`config.mk`:
```
export PLATFORM = sky130hd
export DESIGN_NAME = memory_port_arbiter
export DESIGN_NICKNAME = d
export VERILOG_FILES = /design/src/rtl/memory_port_arbiter.sv
export SDC_FILE = /design/constraint.sdc
export NUM_CORES = 1
export LEC_CHECK = 0
export BUFFER_PORTS_ARGS = -buffer_cell sky130_fd_sc_hd__buf_2
export CAP_MARGIN = 10
export CORE_MARGIN = 2
export CORE_UTILIZATION = 40
export CTS_BUF_LIST = sky130_fd_sc_hd__clkbuf_2 sky130_fd_sc_hd__clkbuf_4 sky130_fd_sc_hd__clkbuf_8
export CTS_CLUSTER_SIZE = 10
export DETAILED_ROUTE_END_ITERATION = 10
export GPL_ROUTABILITY_DRIVEN = 0
export GPL_TIMING_DRIVEN = 0
export PLACE_DENSITY_LB_ADDON = 0.1
export RECOVER_POWER = 25
export SYNTH_ARGS = -nofsm -noshare
export SYNTH_HDL_FRONTEND = slang
export SYNTH_SLANG_ARGS = --single-unit
```
`constraint.sdc`:
```
create_clock -name fast_clock -period 4.4 [get_ports fast_clock]
set_clock_uncertainty 0.15 [all_clocks]
set_input_delay 0.22 -clock fast_clock [delete_from_list [all_inputs] [get_ports fast_clock]]
set_output_delay 0.22 -clock fast_clock [all_outputs]
set_load 0.01 [all_outputs]
```
`src/rtl/memory_port_arbiter.sv`:
```
// memory_port_arbiter: serialises fetch/data(/debug) accesses onto one single-port memory
// Ports: fast_clock/reset (async, active-high); fetch_*, data_*, dbg_* requester handshakes
// (req/addr/we/wdata in, one-cycle gnt at command issue, one-cycle done when rdata is valid);
// mem_addr/mem_wdata/mem_we/mem_rdata to the memory; rdata shared read return; busy = not IDLE.
// Option: define MEM_ARB_DEBUG_PORT_EN to add the dbg_* requester (priority data > dbg > fetch).
module memory_port_arbiter #(
  parameter int ADDR_WIDTH   = 14,
  parameter int DATA_WIDTH   = 32,
  parameter int READ_LATENCY = 1,
  parameter int STARVE_LIMIT = 4
) (
  input  logic                  fast_clock,
  input  logic                  reset,
  input  logic                  fetch_req,
  input  logic [ADDR_WIDTH-1:0] fetch_addr,
  output logic                  fetch_gnt,
  output logic                  fetch_done,
  input  logic                  data_req,
  input  logic                  data_we,
  input  logic [ADDR_WIDTH-1:0] data_addr,
  input  logic [DATA_WIDTH-1:0] data_wdata,
  output logic                  data_gnt,
  output logic                  data_done,
`ifdef MEM_ARB_DEBUG_PORT_EN
  input  logic                  dbg_req,
  input  logic                  dbg_we,
  input  logic [ADDR_WIDTH-1:0] dbg_addr,
  input  logic [DATA_WIDTH-1:0] dbg_wdata,
  output logic                  dbg_gnt,
  output logic                  dbg_done,
`endif
  output logic [DATA_WIDTH-1:0] rdata,
  output logic [ADDR_WIDTH-1:0] mem_addr,
  output logic [DATA_WIDTH-1:0] mem_wdata,
  output logic                  mem_we,
  input  logic [DATA_WIDTH-1:0] mem_rdata,
  output logic                  busy
);
`ifdef MEM_ARB_DEBUG_PORT_EN
  localparam int NR = 3;
`else
  localparam int NR = 2;
`endif
  typedef enum logic [1:0] {IDLE, ISSUE, WAIT, DONE} state_t;
  state_t                state_q, state_d;
  logic [NR-1:0]         win, win_q, win_d, gnt_q, gnt_d, done_q, done_d;
  logic [ADDR_WIDTH-1:0] addr_q, addr_d;
  logic [DATA_WIDTH-1:0] wdata_q, wdata_d, rdata_q, rdata_d;
  logic [2:0]            cnt_q, cnt_d;
  logic [3:0]            starve_q, starve_d;
  logic                  we_d, mem_we_q, mem_we_d, busy_q, busy_d, any_req, arb;

  always_ff @(posedge fast_clock or posedge reset)
    if (reset) begin
      state_q  <= IDLE;
      win_q    <= '0;
      gnt_q    <= '0;
      done_q   <= '0;
      addr_q   <= '0;
      wdata_q  <= '0;
      rdata_q  <= '0;
      cnt_q    <= '0;
      starve_q <= '0;
      mem_we_q <= 1'b0;
      busy_q   <= 1'b0;
    end else begin
      state_q  <= state_d;
      win_q    <= win_d;
      gnt_q    <= gnt_d;
      done_q   <= done_d;
      addr_q   <= addr_d;
      wdata_q  <= wdata_d;
      rdata_q  <= rdata_d;
      cnt_q    <= cnt_d;
      starve_q <= starve_d;
      mem_we_q <= mem_we_d;
      busy_q   <= busy_d;
    end

  // One-hot winner: bit0 fetch, bit1 data, bit2 dbg; a saturated starvation count forces fetch.
  always_comb begin
`ifdef MEM_ARB_DEBUG_PORT_EN
    any_req = fetch_req | data_req | dbg_req;
`else
    any_req = fetch_req | data_req;
`endif
    win = '0;
    if (fetch_req && starve_q == 4'(STARVE_LIMIT)) win[0] = 1'b1;
    else if (data_req) win[1] = 1'b1;
`ifdef MEM_ARB_DEBUG_PORT_EN
    else if (dbg_req) win[2] = 1'b1;
`endif
    else if (fetch_req) win[0] = 1'b1;
  end

  always_comb begin
    arb      = state_q == IDLE || state_q == DONE;
    state_d  = state_q;
    win_d    = win_q;
    addr_d   = addr_q;
    wdata_d  = wdata_q;
    rdata_d  = rdata_q;
    cnt_d    = cnt_q;
    starve_d = starve_q;
    we_d     = 1'b0;
    if (arb) begin
      state_d  = any_req ? ISSUE : IDLE;
      starve_d = (!fetch_req || win[0]) ? '0 : starve_q == 4'(STARVE_LIMIT) ? starve_q : starve_q + 4'd1;
      if (any_req) begin
        win_d   = win;
        addr_d  = win[1] ? data_addr : fetch_addr;
        wdata_d = win[1] ? data_wdata : '0;
        we_d    = win[1] & data_we;
`ifdef MEM_ARB_DEBUG_PORT_EN
        if (win[2]) begin
          addr_d  = dbg_addr;
          wdata_d = dbg_wdata;
          we_d    = dbg_we;
        end
`endif
      end
    end else if (state_q == ISSUE) begin
      state_d = WAIT;
      cnt_d   = 3'(READ_LATENCY - 1);
    end else begin
      state_d = cnt_q == '0 ? DONE : WAIT;
      cnt_d   = cnt_q == '0 ? cnt_q : cnt_q - 3'd1;
      rdata_d = cnt_q == '0 ? mem_rdata : rdata_q;
    end
  end

  // Outputs are decoded from the next state so they appear registered in the state they belong to.
  always_comb begin
    gnt_d    = state_d == ISSUE ? win_d : '0;
    done_d   = state_d == DONE ? win_q : '0;
    mem_we_d = state_d == ISSUE && we_d;
    busy_d   = state_d != IDLE;
  end

  assign fetch_gnt  = gnt_q[0];
  assign data_gnt   = gnt_q[1];
  assign fetch_done = done_q[0];
  assign data_done  = done_q[1];
`ifdef MEM_ARB_DEBUG_PORT_EN
  assign dbg_gnt    = gnt_q[2];
  assign dbg_done   = done_q[2];
`endif
  assign rdata      = rdata_q;
  assign mem_addr   = addr_q;
  assign mem_wdata  = wdata_q;
  assign mem_we     = mem_we_q;
  assign busy       = busy_q;
endmodule

```
==> summary.md, run 1 <==
| Metric | Value |
|---|---|
| Gr usage total | `19.8%` |
| Worst min path class | `primary input to flip-flop` |
| Post-CTS Setup Bufs | `0` |
| Reg2Reg Setup Slack | `1.95 ns` |
| Top_reg_cell synth | `dfrtp_1` |
| Slew @ Worst Pin | `1.59 ns` |
| 1st-iter DRT viols | `71` |
| Max cap viols | `1` |
| Die W | `102 um` |
| Yosys Warn Count | `0` |
| Post-CTS Hold Buffers | `90` |
| Slew margin rel. | `-6.84%` |
| CTS Root Cell | `clkbuf_8` |
| Drt drc | `0` |
| Crit path launch | `state_q[0]` |
| Status | `complete, but fails checks` |
| Req. time, crit path | `4.55 ns` |
| Layout cells sized above 1 | `36.9%` |
| Failing checks | `max-capacitance violations, max-slew violations` |
| Worst skew pair latency | `0.36 ns` |
| CTS Buffer Depth | `2` |
| Critical R2R Launch | `state_q[0]` |
| Largest net degree at the start of global routing | `63` |
| Pre-CTS WS | `2.51 ns` |
| CTS sink cnt | `95` |
| Total number of vias | `3,358` |
| Initial antenna violation count | `0` |
| Worst r2r path cells | `8` |
| Area Growth Syn to Fin | `55.7%` |
| Count of final setup violators | `0` |
| Gr ovfl total | `0` |
| RR Endpoint | `mem_addr[3]` |
| Yosys cell types | `32` |
| Post-synth top area share | `61.9%` |
| Power Density | `635 nW/um2` |
| Die area | `10,400 um2` |
| Final hold vios | `0` |
| Min Tclk post-route | `2.45 ns` |
| Leak Pwr | `2.92 nW` |
| Vias in the first global route | `3,388` |
| Syn Nets | `396` |
| Max Slew Vio Count | `34` |
| EDFF count, synth | `0` |
| VDD IR max | `0.278 mV` |
| IO Count | `181` |
| Antenna cells | `0` |
| CP Launch Type | `flip-flop` |
| CTS tree | `built` |
| Synthesis-stage register bit count | `95` |
| Worst-path clk slew | `0.10 ns` |
| Vias per cell | `4.74` |
| Tcrit/Tclk final | `55.7%` |
| PortBufs | `179` |
| First-pass GRT wire length | `16.2 mm` |
| Synth area leaders | `dfrtp_1 (62%), mux2_2 (9.4%), a22o_1 (7.3%)` |
| Worst-path fanout max | `10` |
| Remaining antenna violation count | `0` |
| Post-synthesis area per instance | `13.1 um2` |
| Setup TNS | `0 ns` |
| TritonRoute pass-1 iters | `4` |
| Critical path endpoint category | `flip-flop` |
| Fmax achieved | `408 MHz` |
| Nets@finish | `678` |
| H-tree depth | `3` |
| Total CTS buffers | `9` |
| Fillers | `772` |
| Final wirelength | `10.3 mm` |
| Area of the mapped netlist | `3840 um2` |
| Starting Density | `41.3%` |
| CP Class | `flip-flop to flip-flop` |
| Crit path capture | `mem_addr[3]` |
| WL/cell | `14.5 um` |
| Count leader, synth | `dfrtp_1` |
| Core area | `9280 um2` |
| Die Ht | `102 um` |
| Seq/Total Area, Yosys | `61.9%` |
| Unrepaired setup endpoints after global routing | `false` |
| Synth area leader | `dfrtp_1` |
| Post-Synthesis Cells | `293` |
| Cell row count | `35` |
| Async set-reset flop share out of synthesis | `100%` |
| Synth top cells by count | `dfrtp_1 (95), nand2_1 (35), a22o_1 (32), mux2_2 (32), nand4_1 (15)` |
| Cts repair resizes | `0` |
| Post-DP HPWL | `6.76 mm` |
| Critical Path AT | `2.60 ns` |
| Setup WS post-layout | `1.95 ns` |
## cells in the final DEF, fill, tap and decap left out, drive strengths merged
cell / instances
xor2: 2
o21ai: 3
dfrtp: 95
nand4b: 1
clkinvlp: 1
a21oi: 2
a22o: 32
clkbuf: 49
nand2b: 1
and3: 3
buf: 162
and2b: 1
nand2: 35
nand3: 3
a31oi: 1
mux2i: 1
clkinv: 2
o22ai: 3
nand4: 15
o21a: 1
nand3b: 1
ha: 6
a21o: 1
o211ai: 14
and2: 2
nor2: 7
inv: 13
mux2: 32
dlygate4sd3: 91
## cell families after synthesis
family | count (synthesis) | synth area share, %
mux | 33 | 9.65
flops | 95 | 61.9
xor+xnor | 2 | 0.457
buf+inv | 31 | 4.79
fa+ha+maj | 6 | 1.96
simple gates | 69 | 9.06
compound gates | 57 | 12.1
## area by class of cell
| type | instances | area [um2] | area share [%] |
|---|---|---|---|
| Clock inverter | 7 | 60.1 | 1.01 |
| Clock buffer | 9 | 124 | 2.07 |
| Inverter | 9 | 35.0 | 0.587 |
| Buffer | 22 | 150 | 2.51 |
| Sequential cell | 95 | 2380 | 39.8 |
| Multi-Input combinational cell | 167 | 1280 | 21.4 |
| Timing Repair Buffer | 271 | 1790 | 30.0 |
| Tap cell | 129 | 161 | 2.70 |
## sequential cells by signal, summed over array words and instances, names as in the netlist
name	count
win_q	2
busy	1
gnt_q	2
mem_addr	14
state_q	2
rdata	32
starve_q	4
done_q	2
mem_we	1
cnt_q	3
mem_wdata	32
## metal layers
layer | vias up | routed length, um | track usage [%] | share of wire [%]
li1 | 1606 | - | - | -
met1 | 1596 | 4440 | 25.4 | 43
met2 | 140 | 4810 | 32.5 | 47
met3 | 16 | 856 | 5.81 | 8.3
met4 | 0 | 164 | 6.56 | 1.6
met5 | - | 0 | 0 | 0
## power breakdown
part           switching (mW)  internal [mW]
sequential              0.188           1.26
clock                   0.327          0.218
combinational           0.928          0.874
## worst min-delay path by stage
stage | from | end | slack, ns | depth (start not counted)
2_1_floorplan | data_we | mem_we | 0.20 | 1
3_3_place_gp | data_we | mem_we | 0.28 | 2
3_5_place_dp | reset | rdata[29] | 0.12 | 2
4_1_cts | data_addr[12] | mem_addr[12] | 0.001 | 3
5_1_grt | fetch_req | busy | 0.02 | 3
6_report | data_addr[6] | mem_addr[6] | 0.01 | 3
## per-stage QoR
step / power, mW / utilization, % / instances / area (um2) / hold slack (ns)
4_1_cts: 3.84 / 64.7 / 708 / 6010 / 0.00126
2_1_floorplan: 2.51 / - / 293 / 3840 / 0.199
3_5_place_dp: 3.14 / 53.0 / 602 / 4920 / 0.119
5_1_grt: 4.08 / 64.3 / 709 / 5970 / 0.0198
6_report: 3.80 / 64.3 / 709 / 5970 / 0.0113
3_3_place_gp: 3.10 / 52.7 / 601 / 4890 / 0.279
## critical path, cell delays in order, from the launching register on
cell	delay [ns]
dfrtp_1	0.36
inv_1	0.05
ha_1	0.30
buf_2	0.22
o21a_1	0.24
buf_2	0.26
nand2_1	0.07
o211ai_1	0.17
dlygate4sd3_1	0.58
Note: power is estimated with default switching activity, not from simulation.
==> run 2: changes to the inputs <==
Settings changed: ABC_AREA from default to 1.
Clock period 4.4 ns to 2.1 ns, I/O delays scaled along.
==> run 2 against run 1 <==
Net effect: the flow now finishes without violations; setup slack worse by 1.8 ns; hold slack better by 0.31 ns; global-route usage is 1.3 points higher; clock power is 110% higher; via count is 20% higher; critical path type unchanged; flip-flop and latch count stayed put; first-iteration DRC count is 110% higher.
==> summary.md, run 2 <==
| Metric | Value |
|---|---|
| Synthesis-stage register bit count | `95 (unchanged)` |
| Antenna cells | `0 (unchanged)` |
| Gr usage total | `21.2% (+1.3 points)` |
| CP Class | `flip-flop to flip-flop` |
| Initial antenna violation count | `0 (unchanged)` |
| Count leader, synth | `nand2_1` |
| WHS | `0.325 ns (+0.314 ns)` |
| Vias in the first global route | `4,224 (+25%)` |
| EDFF count, synth | `0 (unchanged)` |
| Gr ovfl total | `0 (unchanged)` |
| Synth area leaders | `dfrtp_1 (59%), nand2_1 (17%), inv_1 (7.3%)` |
| Slew margin rel. | `32.0% (+39 points)` |
| Commonest non-fill, non-tap cell in the layout | `nand2_1` |
| CTS tree | `built` |
| Crit-path slowest cell | `dlygate4sd3_1` |
| Synth top cells by count | `nand2_1 (184), dfrtp_1 (95), inv_1 (79), o21ai_0 (38), nand3_1 (34)` |
| Part of the power in registers | `38.6% (+0.4 points)` |
| WL/cell | `12.5 um (-14%)` |
| Count of final setup violators | `0 (unchanged)` |
| Req. time, crit path | `2.19 ns (-2.36 ns)` |
| Final wirelength | `11.3 mm (+10%)` |
| H-tree depth | `3 (unchanged)` |
| First-pass GRT wire length | `19.2 mm (+18%)` |
| Critical path endpoint category | `flip-flop` |
| Max cap viols | `0 (-1)` |
| Leak Pwr | `3.59 nW (+23%)` |
| Yosys Warn Count | `0 (unchanged)` |
| Seq/Total Area, Yosys | `58.6% (-3.3 points)` |
| CTS Buffer Depth | `2 (unchanged)` |
| Area Growth Syn to Fin | `55.6% (about the same)` |
| Starting Density | `41.3% (about the same)` |
| Cell row count | `36 (+2.9%)` |
| Clock Power Share | `14.2% (-0.2 points)` |
| Max Slew Vio Count | `0 (-100%)` |
| Die Ht | `105 um (+2.7%)` |
| Power Density | `1260 nW/um2 (+99%)` |
| PortBufs | `179 (unchanged)` |
| VDD IR max | `0.597 mV (+120%)` |
| Slew @ Worst Pin | `1.01 ns (-0.580 ns)` |
| Syn Nets | `581 (+47%)` |
| Total CTS buffers | `9 (unchanged)` |
| CTS Root Cell | `clkbuf_8` |
| Die W | `105 um (+2.7%)` |
| Critical Path AT | `2.05 ns (-0.55 ns)` |
| IO Count | `181 (unchanged)` |
| Switching Fraction | `41.4% (+3.4 points)` |
| Post-Synthesis Cells | `478 (+63%)` |
| Slowest cell delay on critical path | `0.55 ns (-0.03 ns)` |
| Worst skew pair latency | `0.35 ns (about the same)` |
| Worst r2r path cells | `10 (+2)` |
| 1st-iter DRT viols | `152 (+110%)` |
| Fmax achieved | `510 MHz (+25%)` |
| Total number of vias | `4,044 (+20%)` |
| TritonRoute pass-1 iters | `5 (+1)` |
| Cell mode on critical path | `nand2_1` |
| Synth area leader | `dfrtp_1` |
| Top_reg_cell synth | `dfrtp_1` |
| Final hold vios | `0 (unchanged)` |
| Largest net degree at the start of global routing | `40 (-37%)` |
| Reg2Reg Setup Slack | `0.14 ns (-1.81 ns)` |
| Post-DP HPWL | `7.26 mm (+7.5%)` |
| Vias per cell | `4.46 (-5.8%)` |
| Status | `complete, no violations` |
| Min Tclk post-route | `1.96 ns (-0.493 ns)` |
| Remaining antenna violation count | `0 (unchanged)` |
| Core area | `9820 um2 (+5.8%)` |
| Post-synth top area share | `58.6% (-3.3 points)` |
| Worst min path class | `primary input to async pin` |
| Async set-reset flop share out of synthesis | `100% (unchanged)` |
| Gate power share | `47.1% (-0.4 points)` |
| Worst-path fanout max | `7 (-3)` |
| Sw Pwr | `3.30 mW (+130%)` |
| Worst-path clk slew | `0.10 ns (about the same)` |
| Nets@finish | `871 (+28%)` |
| Area of the mapped netlist | `4060 um2 (+5.7%)` |
| Layout cells sized above 1 | `26.3% (-11 points)` |
| Internal Pwr Total | `4.67 mW (+99%)` |
| Die area | `11,000 um2 (+5.5%)` |
| Post-synthesis area per instance | `8.49 um2 (-35%)` |
| Drt drc | `0 (unchanged)` |
| CP cell instances | `inv_1 -> ha_1 -> nand2_1 -> inv_2 -> nand2_4 -> nand2_4 -> nand2_1 -> nand3_1 -> dlygate4sd3_1 -> nand2_1` |
| Leading cell types in the layout, fill and taps excluded | `nand2_1 (184), buf_2 (165), dlygate4sd3_1 (96)` |
| CP Launch Type | `flip-flop` |
| Yosys cell types | `20 (-38%)` |
| Final core occ | `64.3% (-0.068 points)` |
| CTS sink cnt | `95 (unchanged)` |
| Tcrit/Tclk final | `93.3% (+38 points)` |
-- run 2: what timing repair did --
action                     CTS  global route
setup endpoints to repair    0            12
buffers inserted             0             2
hold endpoints to repair   107             0
gates resized for setup      0             4
hold buffers                96             0
-- run 2: path summary, 6_finish.rpt --
kind                                 end           start
max in group asynchronous  mem_wdata[27]           reset
hold reg to reg            mem_wdata[25]   mem_wdata[25]
hold / removal                 rdata[21]           reset
min in group fast_clock    mem_wdata[20]  data_wdata[20]
setup reg to reg            mem_addr[13]     starve_q[0]
setup / recovery            mem_addr[13]     starve_q[0]
-- run 2: cell families after synthesis --
family                   after synthesis  share of synthesized area [%]
AND/OR/NAND/NOR                      235                           23.9
buffers and inverters                101                           10.4
flip-flops                            95                           58.6
AO/OA/AOI/OAI                         39                           4.87
adder cells (fa/ha/maj)                6                           1.85
XOR/XNOR                               2                          0.432
-- run 2: area by class of cell --
type | instances | area [um2]
sequential | 95 | 2380
multi-input combinational | 282 | 1280
inverter | 82 | 309
clock inverter | 5 | 41.3
fill | 844 | 3510
clock buffer | 11 | 145
timing repair buffer | 279 | 1880
buffer | 19 | 113
tap | 133 | 166
-- run 2: per-stage QoR --
| step | TNS (ns) | area (um2) | worst slack, ns | power [mW] | cells |
|---|---|---|---|---|---|
| floorplan | 0 | 4060 | 0.436 | 5.31 | 478 |
| global placement | 0 | 5120 | 0.0582 | 6.60 | 790 |
| detailed placement | 0 | 5160 | 0.161 | 6.72 | 792 |
| CTS | 0 | 6310 | 0.0260 | 8.03 | 904 |
| global route | -0.00274 | 6310 | -0.00274 | 8.69 | 906 |
| finish | 0 | 6310 | 0.140 | 7.98 | 906 |
-- run 2: layer usage --
layer	vias up	global-route usage [%]	part of all wire (%)
li1	2011	-	-
met1	1846	26.1	42
met2	157	36.2	49
met3	30	4.87	6.7
met4	0	8.10	2.4
met5	-	0	0
-- run 2: critical path: cells and delay by family (launching register included) --
kind / cells / cell delay, ns
simple gates: 6 / 0.42
buf+inv: 3 / 0.70
flops: 1 / 0.41
fa+ha+maj: 1 / 0.17
-- run 2: power groups by stage --
stage               registers [mW]  clock network [mW]  logic (mW)
detailed placement            3.09                   0        3.63
finish                        3.08                1.14        3.76
global route                  3.19                1.25        4.24
global placement              3.07                   0        3.54
CTS                           3.06                1.17        3.79
floorplan                     3.45                   0        1.86
==> run 3: changes to the inputs <==
Settings changed: PLACE_DENSITY from default to 0.7, PLACE_DENSITY_LB_ADDON 0.1 to default.
Clock period 2.1 ns to 2.3 ns, I/O delays scaled along.
==> run 3 against run 2 <==
Net effect: flip-flop and latch count did not move; total power fell by 7.4%; wire length rose by 3.4%; critical path type unchanged; utilization fell by 0.29 points; hold slack got worse by 0.30 ns; clock-buffer cell count fell by 1; non-clock buffer count fell by 2; maximum frequency fell by 5.3%; cell area fell by 0.46%; critical endpoint unchanged.
==> summary.md, run 3 (synthesized netlist as in run 2, its figures left out) <==
| Metric | Value |
|---|---|
| Status | `complete, no violations` |
| Final hold vios | `0 (unchanged)` |
| Largest net degree at the start of global routing | `37 (-7.5%)` |
| Die Ht | `105 um (unchanged)` |
| Nets@finish | `869 (-0.23%)` |
| Leak Pwr | `3.50 nW (-2.4%)` |
| Leading cell types in the layout, fill and taps excluded | `nand2_1 (184), buf_2 (140), dlygate4sd3_1 (96)` |
| CTS Root Cell | `clkbuf_8` |
| Initial antenna violation count | `0 (unchanged)` |
| Gr usage total | `21.8% (+0.66 points)` |
| Core area | `9820 um2 (unchanged)` |
| CTS tree | `built` |
| Fillers | `866 (+2.6%)` |
| Fin area | `6280 um2 (-0.46%)` |
| TritonRoute pass-1 iters | `5 (unchanged)` |
| Worst min path class | `primary input to flip-flop` |
| Drt drc | `0 (unchanged)` |
| Reg2Reg Setup Slack | `0.23 ns (+0.09 ns)` |
| Unrepaired setup endpoints after global routing | `false` |
| Die W | `105 um (unchanged)` |
| Worst skew pair latency | `0.35 ns (about the same)` |
| Fmax achieved | `483 MHz (-5.3%)` |
| Multi-input combinational cell area | `1260 um2 (-1.8%)` |
| First-pass GRT wire length | `19.7 mm (+2.6%)` |
| Total number of vias | `4,051 (+0.17%)` |
| 1st-iter DRT viols | `281 (+85%)` |
| Final wirelength | `11.7 mm (+3.4%)` |
| Commonest non-fill, non-tap cell in the layout | `nand2_1` |
| Req. time, crit path | `2.44 ns (+0.25 ns)` |
| Setup TNS | `0 ns (unchanged)` |
| Tcrit/Tclk final | `90.0% (-3.3 points)` |
| Worst-path fanout max | `8 (+1)` |
| Max cap viols | `0 (unchanged)` |
| Cts repair resizes | `0 (unchanged)` |
| PortBufs | `179 (unchanged)` |
| Slew @ Worst Pin | `1.28 ns (+0.268 ns)` |
| Post-DP HPWL | `7.29 mm (+0.32%)` |
| Post-CTS Setup Bufs | `0 (unchanged)` |
| Die area | `11,000 um2 (unchanged)` |
| Worst-path clk slew | `0.10 ns (about the same)` |
| Cell row count | `36 (unchanged)` |
| CP Launch Type | `flip-flop` |
| Slowest cell delay on critical path | `0.56 ns (about the same)` |
| Area Growth Syn to Fin | `54.9%` |
| CP cell instances | `inv_1 -> ha_1 -> inv_2 -> nor2_8 -> nand3_1 -> dlygate4sd3_1 -> nand2_1` |
| Final core occ | `64.0% (-0.29 points)` |
| Total CTS buffers | `9 (unchanged)` |
| Vias in the first global route | `4,209 (-0.36%)` |
| Critical Path AT | `2.21 ns (+0.16 ns)` |
| Starting Density | `41.3% (unchanged)` |
| Slew margin rel. | `14.1% (-18 points)` |
| IO Count | `181 (unchanged)` |
| Critical path endpoint category | `flip-flop` |
| Count of final setup violators | `0 (unchanged)` |
| VDD IR max | `0.610 mV (+2.1%)` |
| Power, Total | `7.39 mW (-7.4%)` |
| WL/cell | `13.0 um (+3.7%)` |
| Power Density | `1180 nW/um2 (-7.0%)` |
| Reg area | `2380 um2 (unchanged)` |
| Post-CTS Hold Buffers | `96 (unchanged)` |
| Remaining antenna violation count | `0 (unchanged)` |
| Placed cell area | `5160 um2 (unchanged)` |
| CP Class | `flip-flop to flip-flop` |
| Layout cells sized above 1 | `22.7% (-3.6 points)` |
| Gr ovfl total | `0 (unchanged)` |
| H-tree depth | `3 (unchanged)` |
| Vias per cell | `4.48 (+0.39%)` |
| CTS sink cnt | `95 (unchanged)` |
| Antenna cells | `0 (unchanged)` |
| CTS Buffer Depth | `2 (unchanged)` |
| Max Slew Vio Count | `0 (unchanged)` |
| Crit-path slowest cell | `dlygate4sd3_1` |
| Min Tclk post-route | `2.07 ns (+0.110 ns)` |
[run 3: cell count changes in the layout (fill, tap and decap cells not counted)]
cell	before	now
buf_2	165	140
clkbuf_1	25	50
buf_4	6	4
clkbuf_4	2	0
clkinv_4	2	0
inv_8	0	2
nand2_2	0	2
nand2_4	2	0
buf_12	1	2
bufinv_16	0	1
ha_1	5	6
ha_4	1	0
[run 3: power by group]
group | internal [mW] | leakage (nW) | total [mW] | switching (mW)
Clock | 0.552 | 0.103 | 1.16 | 0.611
Sequential | 2.44 | 1.19 | 2.85 | 0.403
Combinational | 1.32 | 2.21 | 3.38 | 2.06
[run 3: layer usage]
metal | part of all wire (%) | global-route usage, %
met2 | 49 | 36.6
met5 | 0 | 0
met1 | 43 | 28.1
met4 | 2.0 | 8.19
met3 | 6.1 | 4.12
[run 3: critical path: cells and delay by family, from the launching register on]
| kind | cells | cell delay [ns] |
|---|---|---|
| buffers and inverters | 3 | 0.77 |
| adder cells (fa/ha/maj) | 1 | 0.40 |
| flip-flops | 1 | 0.36 |
| AND/OR/NAND/NOR | 3 | 0.34 |
[run 3: final cells by class]
class	count	area share [%]
Tap cell	133	2.65
Sequential cell	95	37.8
Clock inverter	6	1.21
Clock buffer	10	2.19
Inverter	82	4.92
Buffer	19	1.79
Timing Repair Buffer	277	29.4
Multi-Input combinational cell	282	20.0
[run 3: metrics by stage]
step / cells / setup slack (ns) / hold WS (ns)
4_1_cts: 904 / 0.221 / 0.0166
2_1_floorplan: 478 / 0.636 / 0.0699
6_report: 904 / 0.229 / 0.0256
3_3_place_gp: 790 / 0.267 / 0.158
5_1_grt: 904 / 0.0490 / 0.0430
3_5_place_dp: 792 / 0.372 / 0.0854
[run 3: worst paths after layout]
kind                               startpoint             to  cells past startpoint
worst max register to register     state_q[0]   mem_addr[13]                      7
min in group asynchronous               reset      rdata[11]                      3
max in group asynchronous               reset   mem_wdata[0]                      5
worst min-delay path                 data_req    starve_q[0]                      3
worst max-delay path               state_q[0]   mem_addr[13]                      7
worst min register to register  mem_wdata[24]  mem_wdata[24]                      2
